**src/rtl/serial_pkg.sv**
```systemverilog
`default_nettype none
// ============================================================================
// serial_pkg : shared types and defaults for the parallel-to-serial block
// Revision   : 1.0
// ============================================================================
package serial_pkg;

  localparam int unsigned DEFAULT_BITS = 4;

  typedef enum logic [1:0] {
    IDLE   = 2'd0,
    SHIFT  = 2'd1,
    PARITY = 2'd2,
    DONE   = 2'd3
  } state_t;

endpackage
`default_nettype wire

```
**src/rtl/contador_bits.sv**
```systemverilog
`default_nettype none
// ============================================================================
// contador_bits : bit counter with synchronous clear, enable and terminal flag
// Revision      : 1.0
// ============================================================================
module contador_bits #(
  parameter int unsigned WIDTH    = 3,
  parameter int unsigned TERMINAL = 3
) (
  input  logic clk,
  input  logic reset,
  input  logic clr_i,
  input  logic en_i,
  output logic tc_o
);

  localparam logic [WIDTH-1:0] C_TERM = WIDTH'(TERMINAL);
  localparam logic [WIDTH-1:0] C_MAX  = {WIDTH{1'b1}};

  logic [WIDTH-1:0] count_q, count_d;

  // Saturates instead of wrapping so a stray enable can never alias tc.
  always_comb begin
    count_d = count_q;
    if (clr_i) begin
      count_d = '0;
    end else if (en_i && (count_q != C_MAX)) begin
      count_d = count_q + 1'b1;
    end
  end

  always_ff @(posedge clk) begin
    if (!reset) begin
      count_q <= '0;
    end else begin
      count_q <= count_d;
    end
  end

  assign tc_o = (count_q == C_TERM);

endmodule
`default_nettype wire

```
**src/rtl/serializador_ps.sv**
```systemverilog
`default_nettype none
// ============================================================================
// serializador_ps : parallel-in / serial-out framer with optional even parity
// Revision        : 1.0
// ============================================================================
module serializador_ps
  import serial_pkg::*;
#(
  parameter int unsigned BITS      = DEFAULT_BITS,
  parameter bit          MSB_FIRST = 1'b1,
  parameter bit          PARITY_EN = 1'b0
) (
  input  logic            clk,
  input  logic            reset,
  input  logic [BITS-1:0] Din,
  input  logic            valid,
  input  logic            hold,
  output logic            ready,
  output logic            Dout,
  output logic            dout_valid,
  output logic            busy,
  output logic            done
);

  localparam int unsigned CNT_W = $clog2(BITS + 1);

  state_t          state_q, state_d;
  logic [BITS-1:0] shreg_q, shreg_d;
  logic            parity_q, parity_d;
  logic [BITS-1:0] shreg_shifted;
  logic            head_bit;
  logic            cnt_clr, cnt_en, cnt_tc;

  generate
    if (MSB_FIRST) begin : g_msb_first
      assign head_bit      = shreg_q[BITS-1];
      assign shreg_shifted = {shreg_q[BITS-2:0], 1'b0};
    end else begin : g_lsb_first
      assign head_bit      = shreg_q[0];
      assign shreg_shifted = {1'b0, shreg_q[BITS-1:1]};
    end
  endgenerate

  contador_bits #(
    .WIDTH    (CNT_W),
    .TERMINAL (BITS - 1)
  ) u_contador (
    .clk   (clk),
    .reset (reset),
    .clr_i (cnt_clr),
    .en_i  (cnt_en),
    .tc_o  (cnt_tc)
  );

  always_comb begin
    state_d  = state_q;
    shreg_d  = shreg_q;
    parity_d = parity_q;
    cnt_clr  = 1'b0;
    cnt_en   = 1'b0;
    case (state_q)
      IDLE: begin
        if (valid) begin
          shreg_d  = Din;
          parity_d = ^Din;
          cnt_clr  = 1'b1;
          state_d  = SHIFT;
        end
      end
      SHIFT: begin
        if (!hold) begin
          shreg_d = shreg_shifted;
          cnt_en  = 1'b1;
          if (cnt_tc) begin
            state_d = PARITY_EN ? PARITY : DONE;
          end
        end
      end
      PARITY: begin
        if (!hold) begin
          state_d = DONE;
        end
      end
      DONE: begin
        state_d = IDLE;
      end
      default: begin
        state_d = IDLE;
      end
    endcase
  end

  always_ff @(posedge clk) begin
    if (!reset) begin
      state_q  <= IDLE;
      shreg_q  <= '0;
      parity_q <= 1'b0;
    end else begin
      state_q  <= state_d;
      shreg_q  <= shreg_d;
      parity_q <= parity_d;
    end
  end

  // Dout follows the frozen register contents, so a held bit stays on the line.
  always_comb begin
    Dout = 1'b0;
    case (state_q)
      SHIFT:   Dout = head_bit;
      PARITY:  Dout = parity_q;
      default: Dout = 1'b0;
    endcase
  end

  assign ready      = (state_q == IDLE);
  assign busy       = (state_q == SHIFT) || (state_q == PARITY);
  assign done       = (state_q == DONE);
  assign dout_valid = busy && !hold;

endmodule
`default_nettype wire
```
**config.mk**
```make
export PLATFORM = sky130hd
export DESIGN_NAME = serializador_ps
export DESIGN_NICKNAME = d
export VERILOG_FILES = /design/src/rtl/serial_pkg.sv /design/src/rtl/contador_bits.sv /design/src/rtl/serializador_ps.sv
export SDC_FILE = /design/constraint.sdc
export NUM_CORES = 1
export LEC_CHECK = 0
export CAP_MARGIN = 20
export CORE_MARGIN = 1
export CORE_UTILIZATION = 43
export DETAILED_ROUTE_END_ITERATION = 10
export GPL_TIMING_DRIVEN = 0
export PLACE_DENSITY = 0.75
export SLEW_MARGIN = 20
export SYNTH_ARGS = -nofsm -noshare
export SYNTH_HDL_FRONTEND = slang
export SYNTH_SLANG_ARGS = --single-unit
```
**constraint.sdc**
```tcl
create_clock -name clk -period 1.3 [get_ports clk]
set_input_delay 0.13 -clock clk [delete_from_list [all_inputs] [get_ports clk]]
set_output_delay 0.13 -clock clk [all_outputs]
set_load 0.1 [all_outputs]
```
* Word-level counts from Yosys, hierarchy flattened
Cells that the tools add are included.
** Operators by class
- Reductions and logical operators :: 11
- Multiplexer cells :: 13
- Add/sub/neg operators :: 1
- Bitwise operators :: 1
- Eq/ne operators :: 9
** Operators by type and width (number)
- 2-bit 2-to-1 mux :: 4
- 4-bit 2-to-1 mux :: 2
- 2-bit != test, second input constant :: 4
- 2-bit case mux with 4 select lines :: 1
- 4-bit case mux with 2 select lines :: 1
- 2-bit == test, second input constant :: 2
- 1-bit 2-to-1 mux :: 4
- 4-bit AND reduction :: 1
- 4-bit XOR reduction :: 1
- 3-bit by 1-bit adder with 3-bit output, second input constant :: 1
- 3-bit by 2-bit == test with 1-bit output, second input constant :: 1
- 3-bit != test, second input constant :: 1
- 3-bit AND reduction :: 1
- 2-bit by 1-bit == test with 1-bit output, second input constant :: 1
- 1-bit logical AND :: 2
- 2-bit zero test :: 1
- 1-bit case mux with 2 select lines :: 1
- 2-bit AND reduction :: 1
- 2-bit nonzero test :: 1
- 2-bit OR reduction :: 1
- 1-bit zero test :: 1
- 1-bit logical OR :: 1
- 1-bit NOT :: 1
** Word-level totals
- Register bits after elaboration :: 10
- Output and inout port bits :: 5
- Bits of input ports :: 8
- Word-level logic and storage cells :: 39

* Longest topological paths before layout
Gate-level depths: netlist of run 1.
- Word-level depth :: 4
- Gate-level depth with buffers :: 6
- Depth with buffers taken out :: 5

* Modules after synthesis
Synthesis of run 1 repeated with hierarchy kept, for this count alone.
** Second synthesis, totals
- Cells, all modules :: 62
- Area, all modules :: 646.9 µm²
** By module, submodules not included
- serializador_ps :: seq. area each 140.1 µm², cells each 47, area each 483.0 µm², times used 1
- contador_bits :: seq. area each 60.1 µm², cells each 15, area each 163.9 µm², times used 1

* Worst setup path before layout of run 1
OpenSTA, ideal clock, no wires.
- Path kind :: register -> output
- From :: reg state_q[0]
- To :: out Dout
- Stages on the path, launching flop included :: 4
- Data required time :: 1170 ps
- Path buffers :: 0
- Path slack :: -1598 ps
- Data arrival time :: 2768 ps
- Cells stage by stage :: dfxtp_1 inv_1 ha_1 nor2b_1
** On the way
- Word-level cells in the longest chain between the ends :: 2
- Elaborated cells between the ends (all ways) :: 3
- Those cells by class :: eq/ne (2); mux (1)
** RTL lines
- start, declared :: RTL line serializador_ps.sv:27 : state_t state_q, state_d;
- start signal, assigned :: RTL line serializador_ps.sv:99 : state_q <= state_d;
- 2-bit == test or 2-bit by 1-bit == test with 1-bit output (tied branches) :: RTL line serializador_ps.sv:108 : case (state_q)
- 1-bit case mux with 2 select lines * :: RTL line serializador_ps.sv:108
- end, declared :: RTL line serializador_ps.sv:19 : output logic Dout,
Every way passes the cells marked *; elsewhere a longest branch is shown, timed or not.

* Worst setup path in the final report of run 1
- From :: reg state_q[0]
- To :: out dout_valid
** On the way
- Word-level cells in the longest chain between the ends :: 3
- Elaborated cells between the ends (all ways) :: 4
- Those cells by class :: eq/ne (2); reduce/logical (2)
** RTL lines
- 2-bit by 1-bit == test with 1-bit output or 2-bit == test (tied branches) :: RTL line serializador_ps.sv:116 : assign busy = (state_q == SHIFT) || (state_q == PARITY);
- 1-bit logical OR * :: RTL line serializador_ps.sv:116
- 1-bit logical AND * :: RTL line serializador_ps.sv:118 : assign dout_valid = busy && !hold;
- end, declared :: RTL line serializador_ps.sv:20 : output logic dout_valid,
Marked as above.

==> reports/results.tsv, run 1 <==
stage	metric	value	unit
sta	RSZ-0062 raised after global routing	true	
cells_and_area	# diodes	0	
critical_path	worst endpoint data arrival time	1340	ps
critical_path	Critical Path RT	1170	ps
clock_tree	cts hold-fix bufs	0	
clock_tree	CTS clk-pin slew, worst paths	60	ps
grt	vias in the first global route	442	
sta	min Tclk post-route	1473	ps
routing	DRT iter0 DRCs	8	
synthesis	largest cells by area after synthesis	dfxtp_1 (31%), ha_1 (16%), mux2i_1 (9.4%)	
outcome	status	finished with violations	
outcome	failing checks	negative setup slack	
critical_path	WS Path Type	reg2out	
routing	DR WL/cell	13.19	um
sta	final setup margin	-172.5	ps
floorplanning	Core Region	1350	um^2
synthesis	Commonest cells post-synth	dfxtp_1 (10), ha_1 (8), mux2i_1 (6), nand2_1 (6), inv_1 (5)	
routing	number of remaining DRC errors	0	
clock_tree	clock buffer depth	2	
placement	Port-buffer cells	12	
grt	Overall Global Routing Usage	0.1831	
routing	overall routed net length	1359	um
synthesis	largest area contributor in the netlist	dfxtp_1	
sta	actual slew at the worst max-slew pin	341.4	ps
floorplanning	Initial Utilization	0.4754	
placement	Final HPWL DP	910.7	um
routing	Vias/cell	5.301	
grt	first-pass GRT wire length	1863	um
floorplanning	Chip Height	40.64	um
clock_tree	CTS root buf	clkbuf_4	
clock_tree	CTS Buf Count	3	
floorplanning	FP Rows	13	
placement	GPL Wtd Cong	0.6734	
sta	period utilisation layout	1.133	
grt	largest net degree at the start of global routing	9	
floorplanning	Chip Width	40.64	um
critical_path	crit start category	register	
synthesis	cell count after synthesis	67	
cells_and_area	share of layout cells above drive strength 1	0.4205	
synthesis	yosys warns	0	
clock_tree	Sink Count	10	
floorplanning	Die Area	1651	um^2
sta	setup violators final	7	
clock_tree	Worst-Skew Late Latency	270	ps
grt	total gr overflow	0	
routing	ANT nets after route	0	
routing	Initial DRT Pass Iterations	4	
synthesis	Main synth FF type	dfxtp_1	
synthesis	Synth Area per Inst	9.580	um^2
synthesis	count of state elements after synthesis	10	
synthesis	share of the synthesized area in the top cell type	0.3119	
job	Max Cap Viol	0	
clock_tree	CTS tree	built	
routing	via count	546	
floorplanning	IO Count	13	
sta	final hold violations	0	
critical_path	Crit Path Max Fanout	4	
synthesis	synthesized area	641.9	um^2
clock_tree	CTS H-Tree Depth	1	
cells_and_area	Area Growth Syn to Fin	53.41	%
sta	Post-Route Setup TNS	-755.5	ps
synthesis	FFs w/ async S/R, synth	0	
cells_and_area	NumNets Final	105	
synthesis	Seq/Total Area, Yosys	0.3119	
synthesis	Yosys cell types	22	
critical_path	Setup crit end kind	output pin	
synthesis	Net Count, Synth	83	
sta	Fmax	679.1	MHz
sta	Max Slew Vio Count	0	
sta	Rel. slew slack	0.7717	
synthesis	EDFF count, synth	0	
sta	Final Skew	6.596	ps
grt	initial antenna violation count	0	
worst_hold_path	worst min path class	reg2reg	
synthesis	cell with the most instances after synthesis	dfxtp_1	
-- critical path, stage by stage, from the launching register on --
cell and delay, ps:
dfxtp_4 390, inv_4 50, ha_4 290, nor2b_4 170, buf_12 180
-- cell type report --
type                    count  area (um^2)
multi-input cells          51        496.7
fillers                    98        365.4
flip-flops and latches     10        207.7
repair buffers             18        201.4
clock buffers               4        36.28
inverters                   5        23.77
well taps                  15        18.77
-- worst paths after layout --
path / start / end / cells after the start / slack (ps)
setup / recovery: state_q[0]$_SDFFE_PN0P_ / dout_valid / 4 / -170
hold / removal: u_contador.count_q[1]$_SDFFE_PP0P_ / u_contador.count_q[1]$_SDFFE_PP0P_ / 2 / 500
setup reg to reg: state_q[1]$_SDFFE_PN0P_ / shreg_q[2]$_SDFFE_PN0P_ / 6 / -100
hold reg to reg: u_contador.count_q[1]$_SDFFE_PP0P_ / u_contador.count_q[1]$_SDFFE_PP0P_ / 2 / 500
-- timing repair --
item                       4_1_cts  5_1_grt
resized for setup               52        4
setup endpoints to repair       14       12
hold endpoints to repair         0        0
pin swaps                        3        4
gates cloned                     0        0
buffers inserted                 3        3
-- state kept, by name, indices dropped and copies added, names as in the netlist --
| register | cells |
|---|---|
| parity_q | 1 |
| u_contador.count_q | 3 |
| shreg_q | 4 |
| state_q | 2 |
-- layer usage --
layer	GRT usage	part of all wire	vias to the layer above	wire, um
met5	0	0	-	0
met2	0.2579	0.45	21	613
met3	0.04891	0.047	5	64
li1	-	-	283	-
met1	0.2295	0.47	237	643
met4	0.1500	0.027	0	37
-- logic make-up after synthesis --
group           share of synthesized area
compound gates                     0.1521
xor+xnor                          0.05459
fa+ha+maj                          0.1560
buf+inv                           0.04679
flops                              0.3119
mux                               0.09357
simple gates                       0.1852
-- layout by cell type, fill, tap and decap left out, types with 2 or more instances in the layout --
cell             Yosys  routed
nand2b_1             3       3
buf_6                1       3
dfxtp_1             10       8
xnor2_1              2       2
inv_4                0       2
ha_2                 0       3
nor2b_4              0       2
a31oi_1              3       3
buf_12               0       3
nor2_1               3       3
mux2i_1              6       6
nand2_1              6       5
a211oi_2             0       3
xor2_1               2       2
clkdlybuf4s50_1      0       7
buf_4                0       5
dfxtp_4              0       2
inv_1                5       3
ha_1                 8       3
ha_4                 0       2
clkbuf_4             0       3
-- through the flow --
stage / setup slack, ps / instances / cell area (um^2) / utilization / hold WS [ps]
2_1_floorplan: -284.5 / 67 / 680.7 / - / 246.4
3_3_place_gp: -882.4 / 94 / 819.5 / 0.6070 / 481.3
3_5_place_dp: -905.3 / 94 / 819.5 / 0.6070 / 485.2
4_1_cts: -226.5 / 101 / 959.7 / 0.7108 / 509.9
5_1_grt: -235.4 / 103 / 984.7 / 0.7294 / 558.8
6_report: -172.5 / 103 / 984.7 / 0.7294 / 503.8
Power of run 1 is not shown: default switching activity piles up to over one toggle a cycle in this logic, so the estimate is an artifact.
==> run 2, diff against run 1 <==
--- a/config.mk
+++ b/config.mk
@@ -6,10 +6,10 @@
 export NUM_CORES = 1
 export LEC_CHECK = 0
 export CAP_MARGIN = 20
-export CORE_MARGIN = 1
 export CORE_UTILIZATION = 43
 export DETAILED_ROUTE_END_ITERATION = 10
 export GPL_TIMING_DRIVEN = 0
+export MAX_ROUTING_LAYER = met4
 export PLACE_DENSITY = 0.75
 export SLEW_MARGIN = 20
 export SYNTH_ARGS = -nofsm -noshare
==> reports/results.tsv, run 2 (synthesis results as in run 1) <==
stage	metric	value	unit
cells_and_area	share of layout cells above drive strength 1	0.4205	
routing	Vias/cell	5.223	
grt	Overall Global Routing Usage	0.1882	
grt	vias in the first global route	444	
outcome	failing checks	negative setup slack	
floorplanning	Core Region	1350	um^2
floorplanning	Chip Height	40.64	um
sta	Max Slew Vio Count	0	
routing	number of remaining DRC errors	0	
cells_and_area	Area Growth Syn to Fin	53.41	%
sta	Rel. slew slack	0.7720	
cells_and_area	most frequent cells in the layout	dfxtp_1 (8), clkdlybuf4s50_1 (7), mux2i_1 (6)	
sta	min Tclk post-route	1473	ps
clock_tree	clock buffer depth	2	
sta	Fmax	679.1	MHz
cells_and_area	NumNets Final	105	
routing	overall routed net length	1362	um
floorplanning	FP Rows	13	
floorplanning	IO Count	13	
cells_and_area	Most flops, register	shreg_q	
outcome	status	finished with violations	
grt	initial antenna violation count	0	
routing	ANT nets after route	0	
floorplanning	Initial Utilization	0.4754	
cells_and_area	commonest non-fill, non-tap cell in the layout	dfxtp_1	
clock_tree	CTS Buf Count	3	
critical_path	Crit Path Max Fanout	4	
worst_hold_path	worst min path class	reg2reg	
critical_path	worst endpoint data arrival time	1340	ps
job	Max Cap Viol	0	
cells_and_area	FILL cells	98	
clock_tree	CTS H-Tree Depth	1	
clock_tree	CTS tree	built	
routing	via count	538	
sta	RSZ-0062 raised after global routing	true	
sta	final setup margin	-172.5	ps
sta	setup violators final	7	
clock_tree	Worst-Skew Late Latency	270	ps
grt	largest net degree at the start of global routing	9	
grt	total gr overflow	0	
clock_tree	CTS clk-pin slew, worst paths	60	ps
placement	Post-Place Cells	94	
clock_tree	Sink Count	10	
placement	Final HPWL DP	910.7	um
sta	actual slew at the worst max-slew pin	341.0	ps
critical_path	crit start category	register	
cells_and_area	max reg flops	4	
critical_path	WS Path Type	reg2out	
placement	GPL Wtd Cong	0.6800	
cells_and_area	top flop regs	shreg_q: 4 flops, u_contador.count_q: 3 flops, state_q: 2 flops	
clock_tree	CTS root buf	clkbuf_4	
routing	DR WL/cell	13.22	um
critical_path	Critical Path RT	1170	ps
sta	period utilisation layout	1.133	
cells_and_area	# diodes	0	
sta	final hold violations	0	
placement	Port-buffer cells	12	
critical_path	Setup crit end kind	output pin	
floorplanning	Chip Width	40.64	um
cells_and_area	Post-Layout Cell Count	103	
floorplanning	Die Area	1651	um^2
routing	DRT iter0 DRCs	8	
sta	Final Skew	7.191	ps
routing	Initial DRT Pass Iterations	4	
grt	first-pass GRT wire length	1856	um
run 2: cell counts in the layout (fill, tap and decap cells not counted):
Identical to the previous run, type by type.
run 2: critical path, stage by stage (launching register included):
cell and delay (ps):
dfxtp_4 390, inv_4 50, ha_4 290, nor2b_4 170, buf_12 180
run 2: area by class of cell:
| class | count | area [um^2] | area share |
|---|---|---|---|
| multi-input combinational | 51 | 496.7 | 0.5044 |
| clock buffer | 4 | 36.28 | 0.03685 |
| timing repair buffer | 18 | 201.4 | 0.2046 |
| sequential | 10 | 207.7 | 0.2109 |
| tap | 15 | 18.77 | 0.01906 |
| inverter | 5 | 23.77 | 0.02414 |
run 2: final timing paths:
check | start | end | slack [ps] | cells after the start
worst max register to register | state_q[1]$_SDFFE_PN0P_ | shreg_q[2]$_SDFFE_PN0P_ | -100 | 6
worst min-delay path | u_contador.count_q[1]$_SDFFE_PP0P_ | u_contador.count_q[1]$_SDFFE_PP0P_ | 500 | 2
worst max-delay path | state_q[0]$_SDFFE_PN0P_ | dout_valid | -170 | 4
worst min register to register | u_contador.count_q[1]$_SDFFE_PP0P_ | u_contador.count_q[1]$_SDFFE_PP0P_ | 500 | 2
run 2: per-layer routing:
layer | vias up | wire (um) | GRT usage
met1 | 236 | 666 | 0.2295
met3 | 5 | 47 | 0.04891
met5 | - | 0 | -
met2 | 15 | 608 | 0.2579
met4 | 0 | 40 | 0.1500
li1 | 282 | - | -
run 2: metrics by stage:
stage / setup slack, ps / hold slack, ps / utilization / setup TNS (ps) / cell area [um^2]
floorplan: -284.5 / 246.4 / - / -866.5 / 680.7
global placement: -882.4 / 481.3 / 0.6070 / -4143 / 819.5
detailed placement: -905.3 / 485.2 / 0.6070 / -4315 / 819.5
CTS: -226.5 / 509.9 / 0.7108 / -1058 / 959.7
global route: -235.4 / 558.8 / 0.7294 / -1428 / 984.7
finish: -172.5 / 503.8 / 0.7294 / -758.2 / 984.7
run 2: timing repair:
item                       4_1_cts  5_1_grt
resized for setup               52        4
setup buffers                    3        3
pin swaps                        3        4
setup endpoints to repair       14       12
hold buffers                     0        0
Power of run 2 is left out for the same reason.
==> run 3, diff against run 2 <==
--- a/config.mk
+++ b/config.mk
@@ -11,7 +11,6 @@
 export GPL_TIMING_DRIVEN = 0
 export MAX_ROUTING_LAYER = met4
 export PLACE_DENSITY = 0.75
-export SLEW_MARGIN = 20
 export SYNTH_ARGS = -nofsm -noshare
 export SYNTH_HDL_FRONTEND = slang
 export SYNTH_SLANG_ARGS = --single-unit
==> results of run 3 <==
Final layout, timing and power as in run 2 (identical DEF).
Power of run 3 is left out for the same reason.
